**config.mk**
```make
export PLATFORM = sky130hd
export DESIGN_NAME = dispatch_scheduler
export DESIGN_NICKNAME = d
export VERILOG_FILES = /design/src/rtl/dispatch_scheduler.sv
export SDC_FILE = /design/constraint.sdc
export NUM_CORES = 1
export LEC_CHECK = 0
export BUFFER_PORTS_ARGS = -buffer_cell sky130_fd_sc_hd__clkbuf_2
export CORE_AREA = 5 5 221 244
export DETAILED_ROUTE_END_ITERATION = 8
export DIE_AREA = 0 0 226 249
export PLACE_DENSITY = 0.59
export SYNTH_ARGS = -nofsm -noshare
export SYNTH_HDL_FRONTEND = slang
export SYNTH_SLANG_ARGS = --single-unit
```
**constraint.sdc**
```tcl
create_clock -name clk_in -period 4.2 [get_ports clk_in]
set_clock_uncertainty 0.1 [all_clocks]
set_input_delay 0 -clock clk_in [delete_from_list [all_inputs] [get_ports clk_in]]
set_output_delay 0 -clock clk_in [all_outputs]
set_load 0.05 [all_outputs]
```
**src/rtl/dispatch_scheduler.sv**
```systemverilog
// In-order decode->dispatch buffer: releases at most one instruction per cycle when ROB and RS/LSQ credits allow.
// Latency: enqueue at edge E, dispatch strobe at E+1 at the earliest; dec_ready_out drops when the FIFO is full.
module dispatch_scheduler #(
  parameter int QDEPTH   = 4,
  parameter int ROB_SIZE = 16,
  parameter int RS_SIZE  = 16,
  parameter int LSQ_SIZE = 16,
  parameter int LS_LO    = 11,
  parameter int LS_HI    = 18
) (
  input  logic                           clk_in,
  input  logic                           rst_in,
  input  logic                           rdy_in,
  input  logic                           flush_in,
  input  logic                           dec_valid_in,
  output logic                           dec_ready_out,
  input  logic [5:0]                     dec_inst_type_in,
  input  logic [4:0]                     dec_rs1_in,
  input  logic [4:0]                     dec_rs2_in,
  input  logic [4:0]                     dec_rd_in,
  input  logic [31:0]                    dec_imm_in,
  input  logic [31:0]                    dec_pc_in,
  output logic                           disp_en_out,
  output logic [5:0]                     disp_inst_type_out,
  output logic [4:0]                     disp_rs1_out,
  output logic [4:0]                     disp_rs2_out,
  output logic [4:0]                     disp_rd_out,
  output logic [31:0]                    disp_imm_out,
  output logic [31:0]                    disp_pc_out,
  output logic                           disp_is_ls_out,
  input  logic                           rob_free_in,
  input  logic                           rs_free_in,
  input  logic                           lsq_free_in,
  output logic [$clog2(ROB_SIZE+1)-1:0]  rob_credit_out,
  output logic [$clog2(RS_SIZE+1)-1:0]   rs_credit_out,
  output logic [$clog2(LSQ_SIZE+1)-1:0]  lsq_credit_out
);

  localparam int PW   = $clog2(QDEPTH);
  localparam int CW   = $clog2(QDEPTH + 1);
  localparam int ROBW = $clog2(ROB_SIZE + 1);
  localparam int RSW  = $clog2(RS_SIZE + 1);
  localparam int LSQW = $clog2(LSQ_SIZE + 1);

  localparam logic [5:0]      LS_LO_T = 6'(LS_LO);
  localparam logic [5:0]      LS_HI_T = 6'(LS_HI);
  localparam logic [CW-1:0]   QDEPTH_C = CW'(QDEPTH);
  localparam logic [ROBW-1:0] ROB_MAX = ROBW'(ROB_SIZE);
  localparam logic [RSW-1:0]  RS_MAX  = RSW'(RS_SIZE);
  localparam logic [LSQW-1:0] LSQ_MAX = LSQW'(LSQ_SIZE);

  typedef struct packed {
    logic [5:0]  inst_type;
    logic [4:0]  rs1;
    logic [4:0]  rs2;
    logic [4:0]  rd;
    logic [31:0] imm;
    logic [31:0] pc;
    logic        is_ls;
  } entry_t;

  // Net credit update with saturation; underflow is prevented by the go condition.
  function automatic int credit_next(input int cur, input int max, input logic inc, input logic dec);
    int n;
    n = cur + int'(inc) - int'(dec);
    return (n > max) ? max : n;
  endfunction

  entry_t          mem_q [QDEPTH];
  logic [PW-1:0]   head_q, head_d, tail_q, tail_d;
  logic [CW-1:0]   count_q, count_d;
  logic [ROBW-1:0] rob_credit_q, rob_credit_d;
  logic [RSW-1:0]  rs_credit_q, rs_credit_d;
  logic [LSQW-1:0] lsq_credit_q, lsq_credit_d;
  entry_t          disp_q, disp_d;
  logic            disp_en_q, disp_en_d;

  entry_t enq_ent;
  entry_t head_ent;
  logic   enq;
  logic   go;
  logic   credit_ok;

  assign dec_ready_out = (count_q < QDEPTH_C);
  assign enq           = dec_valid_in && dec_ready_out && rdy_in && !flush_in;
  assign head_ent      = mem_q[head_q];

  always_comb begin
    enq_ent           = '0;
    enq_ent.inst_type = dec_inst_type_in;
    enq_ent.rs1       = dec_rs1_in;
    enq_ent.rs2       = dec_rs2_in;
    enq_ent.rd        = dec_rd_in;
    enq_ent.imm       = dec_imm_in;
    enq_ent.pc        = dec_pc_in;
    enq_ent.is_ls     = (dec_inst_type_in >= LS_LO_T) && (dec_inst_type_in <= LS_HI_T);
  end

  assign credit_ok = (rob_credit_q != '0) &&
                     (head_ent.is_ls ? (lsq_credit_q != '0) : (rs_credit_q != '0));
  assign go        = (count_q != '0) && rdy_in && !flush_in && credit_ok;

  always_comb begin
    head_d       = head_q;
    tail_d       = tail_q;
    count_d      = count_q;
    rob_credit_d = rob_credit_q;
    rs_credit_d  = rs_credit_q;
    lsq_credit_d = lsq_credit_q;
    disp_d       = disp_q;
    disp_en_d    = 1'b0;
    if (rdy_in) begin
      if (flush_in) begin
        head_d       = '0;
        tail_d       = '0;
        count_d      = '0;
        rob_credit_d = ROB_MAX;
        rs_credit_d  = RS_MAX;
        lsq_credit_d = LSQ_MAX;
      end else begin
        if (go) begin
          head_d    = head_q + PW'(1);
          disp_d    = head_ent;
          disp_en_d = 1'b1;
        end
        if (enq) begin
          tail_d = tail_q + PW'(1);
        end
        count_d      = count_q + CW'(enq) - CW'(go);
        rob_credit_d = ROBW'(credit_next(int'(rob_credit_q), ROB_SIZE, rob_free_in, go));
        rs_credit_d  = RSW'(credit_next(int'(rs_credit_q), RS_SIZE, rs_free_in,
                                        go && !head_ent.is_ls));
        lsq_credit_d = LSQW'(credit_next(int'(lsq_credit_q), LSQ_SIZE, lsq_free_in,
                                         go && head_ent.is_ls));
      end
    end
  end

  always_ff @(posedge clk_in or negedge rst_in) begin
    if (!rst_in) begin
      head_q       <= '0;
      tail_q       <= '0;
      count_q      <= '0;
      rob_credit_q <= ROB_MAX;
      rs_credit_q  <= RS_MAX;
      lsq_credit_q <= LSQ_MAX;
      disp_q       <= '0;
      disp_en_q    <= 1'b0;
    end else begin
      head_q       <= head_d;
      tail_q       <= tail_d;
      count_q      <= count_d;
      rob_credit_q <= rob_credit_d;
      rs_credit_q  <= rs_credit_d;
      lsq_credit_q <= lsq_credit_d;
      disp_q       <= disp_d;
      disp_en_q    <= disp_en_d;
    end
  end

  // Payload storage needs no reset: occupancy is tracked by count_q alone.
  always_ff @(posedge clk_in) begin
    if (enq) begin
      mem_q[tail_q] <= enq_ent;
    end
  end

  assign disp_en_out        = disp_en_q;
  assign disp_inst_type_out = disp_q.inst_type;
  assign disp_rs1_out       = disp_q.rs1;
  assign disp_rs2_out       = disp_q.rs2;
  assign disp_rd_out        = disp_q.rd;
  assign disp_imm_out       = disp_q.imm;
  assign disp_pc_out        = disp_q.pc;
  assign disp_is_ls_out     = disp_q.is_ls;
  assign rob_credit_out     = rob_credit_q;
  assign rs_credit_out      = rs_credit_q;
  assign lsq_credit_out     = lsq_credit_q;

endmodule

```
# After elaboration in Yosys (flattened, before gate mapping)
# Memory sizes are Yosys's and may differ from the RTL's.
# Index checks and enable logic that the tools add are counted.
# totals
n_memories	1
out_inout_bits	103
ff_bits	109
ram_bits	344
in_bits	93
# op_classes
bitwise_logic	1
mux	17
n_lt_le_gt_ge	6
n_reduce_logical	21
add_sub_neg	10
# mem_list
name	words	word_bits	read_ports	rd_ports_with_merged_regs	wr	line	text
mem_q	4	86	1	0	1	69	entry_t mem_q [QDEPTH];
# ops
op	count
5-bit 2-to-1 mux	6
7-bit by 6-bit > comparator with 1-bit output, second input constant	3
6-bit by 1-bit subtractor with 7-bit output	3
5-bit by 1-bit adder with 6-bit output	3
5-bit nonzero test	3
1-bit logical AND	10
2-bit 2-to-1 mux	4
6-bit by 4-bit greater-or-equal comparator with 1-bit output, second input constant	1
6-bit by 5-bit less-or-equal comparator with 1-bit output, second input constant	1
1-bit 2-to-1 mux	6
2-bit by 1-bit adder with 2-bit output, second input constant	2
2-bit AND reduction	2
2-bit nonzero test	2
3-bit by 1-bit adder with 3-bit output	1
3-bit less-than comparator, second input constant	1
3-bit 2-to-1 mux	1
3-bit AND reduction	1
3-bit nonzero test	1
3-bit by 1-bit subtractor with 3-bit output	1
1-bit zero test	2
1-bit inverter	1

# Logic depth before layout (Yosys ltp)
# Gate-level depths: netlist of the first run.
# depth
depth_word	9
mapped_depth	17

# Worst setup path after synthesis of the first run
# No wires, ideal clock.
# synth_timing
path_kind	register to register
from	register rob_credit_q[3], in the netlist rob_credit_out[3]
to	register lsq_credit_q[1], in the netlist lsq_credit_out[1]
path_slack_ns	0.185
stages_incl_launch_ff	15
t_arrival_ns	3.793
period_less_slack_ns	4.015
n_path_buf	0
path_cell_list	dfrtp_1 > inv_1 > ha_1 > nor4b_1 > nor4_1 > and2_1 > ha_1 > inv_1 > ha_1 > fa_1 > and3b_1 > nor3_1 > xnor2_1 > a311o_1 > a32o_1
# synth_via
elab_chain_cells	8
# synth_lines
element	line	text
from (decl)	72	logic [ROBW-1:0] rob_credit_q, rob_credit_d;
from (signal assigned)	153	rob_credit_q <= rob_credit_d;
5-bit nonzero test *	99	assign credit_ok = (rob_credit_q != '0) &&
1-bit logical AND *	99	
1-bit logical AND *	101	assign go = (count_q != '0) && rdy_in && !flush_in && credit_ok;
1-bit logical AND *	134	go && head_ent.is_ls));
6-bit by 1-bit subtractor with 7-bit output *	65	n = cur + int'(inc) - int'(dec);
7-bit by 6-bit > comparator with 1-bit output	66	return (n > max) ? max : n;
5-bit 2-to-1 mux *	66	
5-bit 2-to-1 mux *	113	if (flush_in) begin
to (signal assigned)	155	lsq_credit_q <= lsq_credit_d;
to (decl)	74	logic [LSQW-1:0] lsq_credit_q, lsq_credit_d;
# Mark *: on every way between the ends. The rest lies on a longest branch, timed or not.
# A chain may end at the register's enable or synchronous reset.

# Worst setup path in the final report of the first run
# layout_timing
from	register lsq_credit_q[3], in the netlist lsq_credit_out[3]
to	register lsq_credit_q[1], in the netlist lsq_credit_out[1]
# layout_via
elab_chain_cells	9
# layout_lines
element	line
parallel branches: the longest is 5 deep, another holds 5-bit by 1-bit adder with 6-bit output	-
6-bit by 1-bit subtractor with 7-bit output *	65
7-bit by 6-bit > comparator with 1-bit output	66
5-bit 2-to-1 mux *	66
5-bit 2-to-1 mux *	113
# Every way passes the cells marked *.

==> qor.yml, run 1 <==
layout:
  nets: 1307
  fin_cells: 1885
  fill_cells: 4446
  drive_gt1_share_pct: 39.1
  syn2layout_area_growth_pct: 25.8
setup_path:
  endpoint_kind: "flop"
  critical_path_class: "flop to flop"
  path_max_fanout: 5
  critPathArrivalTime_ns: 4.31
  required_ns: 4.55
  critPathLaunchType: "flop"
  rr_worst_depth: 14
placement:
  port_buffers: 195
  pre_cts_slack_ns: 0.116
  dp_hpwl_um: 22400
  gp_congestion: 0.758
  placedCellCount: 1698
grt:
  grt_pass1_vias: 9762
  grt_usage_pct: 13.6
  antenna_found_initial: 2
  grt_max_degree: 89
  grt_pass1_wl_um: 59100
  grt_overflow: 0
sta:
  fin_crit_sh_pct: 94.4
  setup_ws_ns: 0.235
  worst_slew_pin_slew_ns: 1.04
  fin_hold_ws_ns: 0.0822
  slew-limit-headroom_pct: 30.9
  period_needed_ns: 3.96
  fmax_ghz: 0.252
  slew_violations: 0
  report.final.setup_viol: 0
  hold_viol: 0
drt:
  drt-initial-drc-count: 423
  drt-total-wl_um: 38000
  postRouteAntennaNets: 0
  wl_per_cell_um: 20.1
  drc_errors: 0
  via_per_inst: 4.82
  first_pass_iters: 7
  vias: 9092
synth:
  synth_top_cell_by_area: "edfxtp_1"
  synth_common_cells: "edfxtp_1 (344), dfrtp_1 (106), mux4_2 (86)"
  synth_mux_area_share_pct: 16.7
  synthFlopType: "edfxtp_1"
  synth.top_cell.area_share_pct: 58.6
  synth_area_leaders: "edfxtp_1 (59%), dfrtp_1 (15%), mux4_2 (11%)"
  synth_compound_area_share_pct: 2.49
  ys_ff_latch: 453
  ys_warn_count: 0
  syn-cell-area_mm2: 0.0176
  synth_nets: 979
  postSynthAreaPerCell_um2: 20.8
  synth_top_family_by_area: "multiplexers"
  yosysSeqAreaShare_pct: 74.1
  syn_inst: 849
  ys_types: 53
  synth_most_common_cell: "edfxtp_1"
  synth-xor-area-share_pct: 0.596
  synth_edf_count: 344
  async_reset_ff_share_pct: 24.1
  synth_fa_ha_area_share_pct: 2.80
  synth_simple_gate_area_share_pct: 1.48
cts:
  clk_pin_slew_ns: 0.06
  cts.path.max_buffers: 3
  insertion_delay_ns: 0.58
  cts-buffers-inserted: 48
  cts_tree: "built"
  cts-htree-levels: 2
  cts-root-buf: "clkbuf_16"
  cts_sinks: 453
die:
  start_util_pct: 34.5
  die-area_mm2: 0.0563
  ios: 196
  die_h_um: 249
  fp.dieW_um: 226
  coreArea_mm2: 0.0511
  fp-row-count: 87
min_path:
  hp-class: "primary input to flop"
  worstHoldPathCells: 2
pwr:
  p_total_uw: 14500
  power_density_mw_per_mm2: 656
  leakage_uw: 0.00810
  irDropWorstVdd_mv: 0.418
flow_run:
  maxCapViolCount: 0
outcome:
  outcome: "complete, no violations"
[sequential cells by signal (all words and copies together), names as in the netlist, 3 cells and up]
| signal | count |
|---|---|
| mem_q | 344 |
| lsq_credit_out | 5 |
| disp_rd_out | 5 |
| disp_rs1_out | 5 |
| rs_credit_out | 5 |
| rob_credit_out | 5 |
| count_q | 3 |
| disp_rs2_out | 5 |
| disp_pc_out | 32 |
| disp_imm_out | 32 |
| disp_inst_type_out | 6 |
[final timing paths]
check | from | slack (ns) | end
worst max register to register | lsq_credit_out[3] | 0.24 | lsq_credit_out[1]
worst max-delay path | lsq_credit_out[3] | 0.24 | lsq_credit_out[1]
min in group asynchronous | rst_in | 0.46 | disp_imm_out[13]
worst min-delay path | dec_imm_in[13] | 0.08 | mem_q[2][46]
max in group asynchronous | rst_in | 3.14 | rob_credit_out[4]
worst min register to register | disp_pc_out[16] | 0.39 | disp_pc_out[16]
[metrics by stage]
| step | util [%] | instance area (um^2) | TNS, ns |
|---|---|---|---|
| after floorplan | - | 17600 | 0 |
| after global placement | 38.2 | 19500 | 0 |
| after detailed placement | 38.2 | 19500 | 0 |
| after CTS | 43.4 | 22200 | 0 |
| after global routing | 43.4 | 22200 | -0.000843 |
| final | 43.4 | 22200 | 0 |
[layout by cell type (no fill, tap or decap), types with 3 or more instances in the layout]
| cell type | synthesis | layout |
|---|---|---|
| fa_1 | 4 | 4 |
| nor3_1 | 4 | 4 |
| clkinv_2 | 0 | 10 |
| clkbuf_2 | 0 | 194 |
| mux4_2 | 86 | 86 |
| dfrtp_1 | 106 | 104 |
| clkbuf_1 | 19 | 9 |
| dlygate4sd3_1 | 0 | 95 |
| nor4b_1 | 3 | 3 |
| nor2_1 | 8 | 8 |
| xnor2_1 | 5 | 5 |
| a211oi_1 | 3 | 3 |
| clkinv_1 | 1 | 5 |
| a21oi_1 | 11 | 11 |
| clkbuf_16 | 0 | 48 |
| a32o_1 | 9 | 9 |
| dfstp_2 | 3 | 3 |
| nor2b_1 | 7 | 7 |
| ha_1 | 33 | 33 |
| inv_1 | 37 | 37 |
| bufinv_16 | 0 | 8 |
| buf_12 | 0 | 6 |
| nor3b_1 | 3 | 3 |
| o31ai_1 | 3 | 3 |
| xor2_1 | 7 | 7 |
| and3_4 | 0 | 4 |
| o21ai_0 | 11 | 11 |
| buf_4 | 8 | 14 |
| mux2_2 | 79 | 79 |
| clkbuf_8 | 0 | 5 |
| a32oi_1 | 4 | 4 |
| edfxtp_1 | 344 | 344 |
| mux2_4 | 5 | 5 |
[repair_timing]
action | 4_1_cts | 5_1_grt
endpoints found under the hold margin | 464 | 0
setup buffers | 0 | 0
hold buffers | 96 | 0
endpoints found under the setup margin | 0 | 6
resized for setup | 0 | 3
[area by class of cell]
type                    instances  area, um^2  share of cell area (%)
clock buffers                  62        1300                    5.88
clock inverters                27         367                    1.65
well taps                     667         835                    3.76
diodes                          2        5.00                  0.0226
inverters                      38         143                   0.643
flip-flops and latches        453       13100                    58.9
multi-input cells             325        4270                    19.3
repair buffers                311        2190                    9.86
[cell families (layout without fill, tap and decap cells)]
logic type      count (synthesis)  after routing
buf+inv                        71            438
mux                           173            173
xor+xnor                       12             12
flops                         453            453
fa+ha+maj                      37             37
simple gates                   42             42
other cells                     0              2
compound gates                 61             61
[critical path, stage by stage (launching register included)]
cell	delay, ns
dfrtp_1	0.41
inv_1	0.14
ha_1	0.17
nor4b_1	0.38
nor4_2	0.11
and2_1	0.20
ha_1	0.27
inv_1	0.05
ha_1	0.20
fa_1	0.40
and3b_1	0.24
nor3_1	0.29
xnor2_1	0.13
a311o_1	0.46
a32o_1	0.30
[routing by layer]
layer / track usage, % / routed length (um)
met5: 0 / 0
met4: 3.30 / 669
met2: 22.9 / 19300
met1: 17.9 / 16100
met3: 3.11 / 1930
[report_power, final]
part           total, uW  leakage [uW]  switching (uW)  internal [uW]
Sequential          5760       0.00443             318           5440
Clock               4430      0.000822            1730           2700
Combinational       4350       0.00285            2880           1470
Power figures use the tool's default switching activity.
==> run 2, diff against run 1 <==
--- a/config.mk
+++ b/config.mk
@@ -6,10 +6,11 @@
 export NUM_CORES = 1
 export LEC_CHECK = 0
 export BUFFER_PORTS_ARGS = -buffer_cell sky130_fd_sc_hd__clkbuf_2
-export CORE_AREA = 5 5 221 244
+export CORE_AREA = 5 5 260 287
 export DETAILED_ROUTE_END_ITERATION = 8
-export DIE_AREA = 0 0 226 249
-export PLACE_DENSITY = 0.59
+export DIE_AREA = 0 0 265 292
+export PLACE_DENSITY = 0.47
+export SKIP_LAST_GASP = 1
 export SYNTH_ARGS = -nofsm -noshare
 export SYNTH_HDL_FRONTEND = slang
 export SYNTH_SLANG_ARGS = --single-unit
==> qor.yml, run 2 (same netlist as run 1, synthesis figures left out) <==
outcome:
  outcome: "complete, no violations"
grt:
  grt_overflow: 0  # unchanged
  grt_usage_pct: 10.5  # -3.0 points
  grt_pass1_vias: 9995  # +2.4%
  grt_pass1_wl_um: 62900  # +6.4%
  grt_max_degree: 89  # unchanged
  antenna_found_initial: 2  # unchanged
pwr:
  irDropWorstVdd_mv: 0.324  # -22%
  power_density_mw_per_mm2: 656  # +0.11%
  p_total_uw: 14900  # +2.2%
  leakage_uw: 0.00813  # +0.41%
drt:
  drc_errors: 0  # unchanged
  via_per_inst: 4.20  # -13%
  first_pass_iters: 4  # -3
  drt-initial-drc-count: 348  # -18%
  vias: 9099  # +0.077%
  wl_per_cell_um: 18.9  # -6.1%
  drt-total-wl_um: 41000  # +8.0%
  postRouteAntennaNets: 0  # unchanged
min_path:
  hp-class: "primary input to flop"
  min_from: "dec_imm_in[25]"
sta:
  report.final.setup_viol: 0  # unchanged
  fin_crit_sh_pct: 93.4  # -1.0 points
  hold_viol: 0  # unchanged
  worst_slew_pin_slew_ns: 0.985  # -0.0516 ns
  slew_violations: 0  # unchanged
  timing.setup.tns_ns: 0  # unchanged
  rsz0062_at_grt: "no"
  period_needed_ns: 3.92  # -0.0429 ns
  slew-limit-headroom_pct: 34.3  # +3.4 points
  fmax_ghz: 0.255  # +1.1%
  fin_hold_ws_ns: 0.0787  # -0.00353 ns
setup_path:
  r2r_setup_slack_ns: 0.28  # +0.04 ns
  cp_slowest_cell: "dfrtp_1"
  critPathArrivalTime_ns: 4.27  # -0.04 ns
  r2r_end: "lsq_credit_out[1]"
  path_max_fanout: 5  # unchanged
  critPathCapture: "lsq_credit_out[1]"
  endpoint_kind: "flop"
  crit_cells: 14  # unchanged
  cp_cell_sequence: "inv_1 > ha_1 > nor4b_1 > nor4_2 > and2_1 > ha_1 > inv_1 > ha_1 > fa_1 > and3b_1 > o311ai_0 > mux2i_1 > a311o_1 > a32o_1"
  rr_worst_depth: 14  # unchanged
  critical_path_class: "flop to flop"
  critPathBufInv: 2  # unchanged
  required_ns: 4.55  # about the same
  reg2reg_from: "lsq_credit_out[3]"
  slowest_delay_ns: 0.41  # -0.05 ns
  crit_top_cell: "ha_1"
  timing.critical_path.from: "lsq_credit_out[3]"
  critPathLaunchType: "flop"
  path_delay_family: "compound AO/OA/AOI/OAI gates"
layout:
  syn2layout_area_growth_pct: 28.3
  top_register: "mem_q"
  final_common_cell: "edfxtp_1"
  largest_reg_flops: 344  # unchanged
  drive_gt1_share_pct: 39.5  # +0.36 points
  nets: 1306  # -0.077%
  final_cell_mix: "edfxtp_1 (344), clkbuf_2 (194), dfrtp_1 (104)"
  design_area_mm2: 0.0226  # +2.0%
cts:
  post-cts-setup-buffers: 0  # unchanged
  cts-root-buf: "clkbuf_16"
  cts_tree: "built"
  insertion_delay_ns: 0.58  # about the same
  cts-htree-levels: 2  # unchanged
  cts-buffers-inserted: 52  # +8.3%
  clk_pin_slew_ns: 0.06  # about the same
  cts_sinks: 453  # unchanged
  cts.path.max_buffers: 3  # unchanged
placement:
  gp_congestion: 0.724  # -4.5%
  dp_hpwl_um: 22700  # +1.6%
  post_dp_cell_area_mm2: 0.0198  # +1.7%
  port_buffers: 195  # unchanged
die:
  ios: 196  # unchanged
  start_util_pct: 24.7  # -9.8 points
  die_h_um: 292  # +17%
  fp.dieW_um: 265  # +17%
  fp-row-count: 103  # +18%
  die-area_mm2: 0.0774  # +38%
  coreArea_mm2: 0.0714  # +40%
flow_run:
  maxCapViolCount: 0  # unchanged
==> run 2: layer usage <==
metal	share of wire (%)	wire [um]	track usage, %	up-vias
met1	42	17400	13.3	4776
li1	-	-	-	4084
met5	0	0	0	-
met2	50	20600	18.1	178
met3	4.9	2020	2.67	61
met4	2.3	929	2.81	0
==> run 2: worst min path at each step <==
stage	end	slack, ns	cells after the start
after floorplan	count_q[0]	-0.40	0
after global placement	disp_inst_type_out[2]	-0.05	1
after detailed placement	disp_inst_type_out[2]	-0.05	1
after CTS	mem_q[3][70]	0.02	2
after global routing	mem_q[1][77]	0.05	2
final	mem_q[0][58]	0.08	2
==> run 2: cell type report <==
cell class,instances,area (um^2)
diodes,2,5.00
clock buffers,68,1410
clock inverters,30,373
fillers,7009,48800
inverters,38,143
multi-input cells,325,4290
flip-flops and latches,453,13100
well taps,945,1180
repair buffers,306,2160
==> run 2: where the power goes <==
part	internal, uW	switching, uW	leakage (uW)
registers	5450	313	0.00443
clock network	2870	1830	0.000872
logic	1470	2930	0.00283
total	9780	5070	0.00813
==> run 2: timing repair <==
action	CTS	global route
hold buffers	95	0
setup endpoints to repair	0	12
resized for setup	0	5
endpoints found under the hold margin	467	0
==> run 2: metrics by stage <==
step / setup WS (ns) / utilization, % / instances
finish: 0.278 / 31.7 / 2167
global route: 0.0299 / 31.7 / 2166
CTS: 0.212 / 31.7 / 2165
detailed placement: 0.237 / 27.8 / 1972
global placement: 0.373 / 27.8 / 1972
floorplan: 0.185 / - / 849
==> run 3, diff against run 2 <==
--- a/config.mk
+++ b/config.mk
@@ -10,6 +10,7 @@
 export DETAILED_ROUTE_END_ITERATION = 8
 export DIE_AREA = 0 0 265 292
 export PLACE_DENSITY = 0.47
+export REMOVE_ABC_BUFFERS = 1
 export SKIP_LAST_GASP = 1
 export SYNTH_ARGS = -nofsm -noshare
 export SYNTH_HDL_FRONTEND = slang
==> constraint.sdc (replaced) <==
create_clock -name clk_in -period 4.2 [get_ports clk_in]
set_clock_uncertainty 0.1 [all_clocks]
set_input_delay 0.21 -clock clk_in [delete_from_list [all_inputs] [get_ports clk_in]]
set_output_delay 0.21 -clock clk_in [all_outputs]
set_load 0.05 [all_outputs]
==> qor.yml, run 3 (same netlist as run 1, synthesis figures left out) <==
sta:
  rsz0062_at_grt: "no"
  hold_viol: 0  # unchanged
  timing.setup.tns_ns: 0  # unchanged
  fin_crit_sh_pct: 93.6  # +0.21 points
  fin_hold_ws_ns: 0.0749  # -0.00380 ns
  report.final.setup_viol: 0  # unchanged
  worst_slew_pin_slew_ns: 1.13  # +0.142 ns
  fmax_ghz: 0.254  # -0.23%
  slew-limit-headroom_pct: 24.9  # -9.5 points
  slew_violations: 0  # unchanged
  period_needed_ns: 3.93  # +0.00898 ns
cts:
  post-cts-setup-buffers: 0  # unchanged
  cts-buffers-inserted: 51  # -1.9%
  insertion_delay_ns: 0.56  # -0.02 ns
  cts_sinks: 453  # unchanged
  cts-root-buf: "clkbuf_16"
  clk_pin_slew_ns: 0.06  # about the same
  cts-htree-levels: 2  # unchanged
  cts.path.max_buffers: 3  # unchanged
  cts_tree: "built"
grt:
  grt_pass1_vias: 10115  # +1.2%
  grt_max_degree: 89  # unchanged
  grt_usage_pct: 10.5  # -0.018 points
  grt_overflow: 0  # unchanged
  antenna_found_initial: 1  # -1
  grt_pass1_wl_um: 62900  # about the same
drt:
  postRouteAntennaNets: 0  # unchanged
  drt-total-wl_um: 41300  # +0.69%
  drc_errors: 0  # unchanged
  first_pass_iters: 4  # unchanged
  via_per_inst: 4.21  # +0.31%
  drt-initial-drc-count: 410  # +18%
  vias: 9106  # +0.077%
  wl_per_cell_um: 19.1  # +0.92%
layout:
  top_register: "mem_q"
  fin_cells: 2162  # -0.23%
  fin_util_pct: 31.6  # -0.070 points
  largest_reg_flops: 344  # unchanged
  nets: 1309  # +0.23%
  fill_cells: 7035  # +0.37%
  syn2layout_area_growth_pct: 28.1
  drive_gt1_share_pct: 39.5  # about the same
  final_common_cell: "edfxtp_1"
  n_antenna_cell: 0  # -2
  final_cell_mix: "edfxtp_1 (344), clkbuf_2 (194), dfrtp_1 (104)"
setup_path:
  rr_worst_depth: 14  # unchanged
  critPathLaunchType: "flop"
  path_max_fanout: 5  # unchanged
  r2r_setup_slack_ns: 0.27  # about the same
  required_ns: 4.55  # about the same
  critical_path_class: "flop to flop"
  critPathArrivalTime_ns: 4.28  # about the same
  r2r_end: "lsq_credit_out[3]"
  reg2reg_from: "rob_credit_out[3]"
  endpoint_kind: "flop"
placement:
  dp_hpwl_um: 24200  # +6.7%
  placedCellCount: 1979  # +0.35%
  gp_congestion: 0.726  # +0.26%
  port_buffers: 195  # unchanged
die:
  ios: 196  # unchanged
  die_h_um: 292  # unchanged
  start_util_pct: 24.7  # unchanged
  fp.dieW_um: 265  # unchanged
  coreArea_mm2: 0.0714  # unchanged
  fp-row-count: 103  # unchanged
  die-area_mm2: 0.0774  # unchanged
pwr:
  leakage_uw: 0.00812  # about the same
  p_total_uw: 14700  # -0.87%
  irDropWorstVdd_mv: 0.318  # -1.7%
  power_density_mw_per_mm2: 652  # -0.65%
flow_run:
  maxCapViolCount: 0  # unchanged
min_path:
  hp-class: "primary input to asynchronous set/reset pin"
outcome:
  outcome: "complete, no violations"
[run 3: cell type report]
cell class	instances	area, um^2	area share (%)
tap	945	1180	5.24
clock inverter	24	312	1.38
inverter	38	143	0.632
clock buffer	67	1430	6.33
timing repair buffer	310	2180	9.64
multi-input combinational	325	4270	18.9
sequential	453	13100	57.9
[run 3: per-layer routing]
metal	vias to the layer above	part of all wire, %	GRT usage, %	wire length, um
met5	-	0.036	0	15
met4	2	2.0	2.65	817
met3	62	5.0	2.63	2040
met2	170	49	17.8	20400
met1	4792	44	13.6	18000
li1	4080	-	-	-
[run 3: worst max-delay path by stage]
stage	startpoint	to	slack, ns	cells past startpoint
global route	rob_credit_out[3]	lsq_credit_out[3]	0.02	14
finish	rob_credit_out[3]	lsq_credit_out[3]	0.27	14
global placement	rob_credit_out[3]	lsq_credit_out[3]	0.33	14
floorplan	head_q[0]	rob_credit_out[2]	-3.88	12
CTS	rob_credit_out[3]	lsq_credit_out[3]	0.24	14
detailed placement	rob_credit_out[3]	lsq_credit_out[0]	0.26	14
[run 3: per-stage QoR]
stage	instance area (um^2)	setup slack, ns
2_1_floorplan	17400	-3.88
3_3_place_gp	19900	0.326
3_5_place_dp	19900	0.259
4_1_cts	22600	0.236
5_1_grt	22600	0.0239
6_report	22600	0.269
[run 3: critical path, cell delays in order (launching register included)]
cell     delay [ns]
dfrtp_1        0.39
inv_1          0.11
ha_1           0.19
nor4b_2        0.16
nor4_1         0.46
and2_1         0.25
ha_1           0.13
inv_1          0.04
ha_1           0.19
fa_1           0.39
and3b_1        0.23
nor3_1         0.31
xnor2_1        0.14
a311o_1        0.44
a32o_1         0.29
[run 3: power breakdown]
part           switching [uW]  total, uW  internal [uW]  leakage [uW]
sequential                311       5760           5440       0.00443
combinational            2920       4380           1460       0.00284
clock                    1770       4580           2820      0.000852
[run 3: what timing repair did]
item | in CTS | in global routing
hold endpoints to repair | 406 | 0
endpoints found under the setup margin | 0 | 4
hold buffers | 92 | 0
resized for setup | 0 | 1
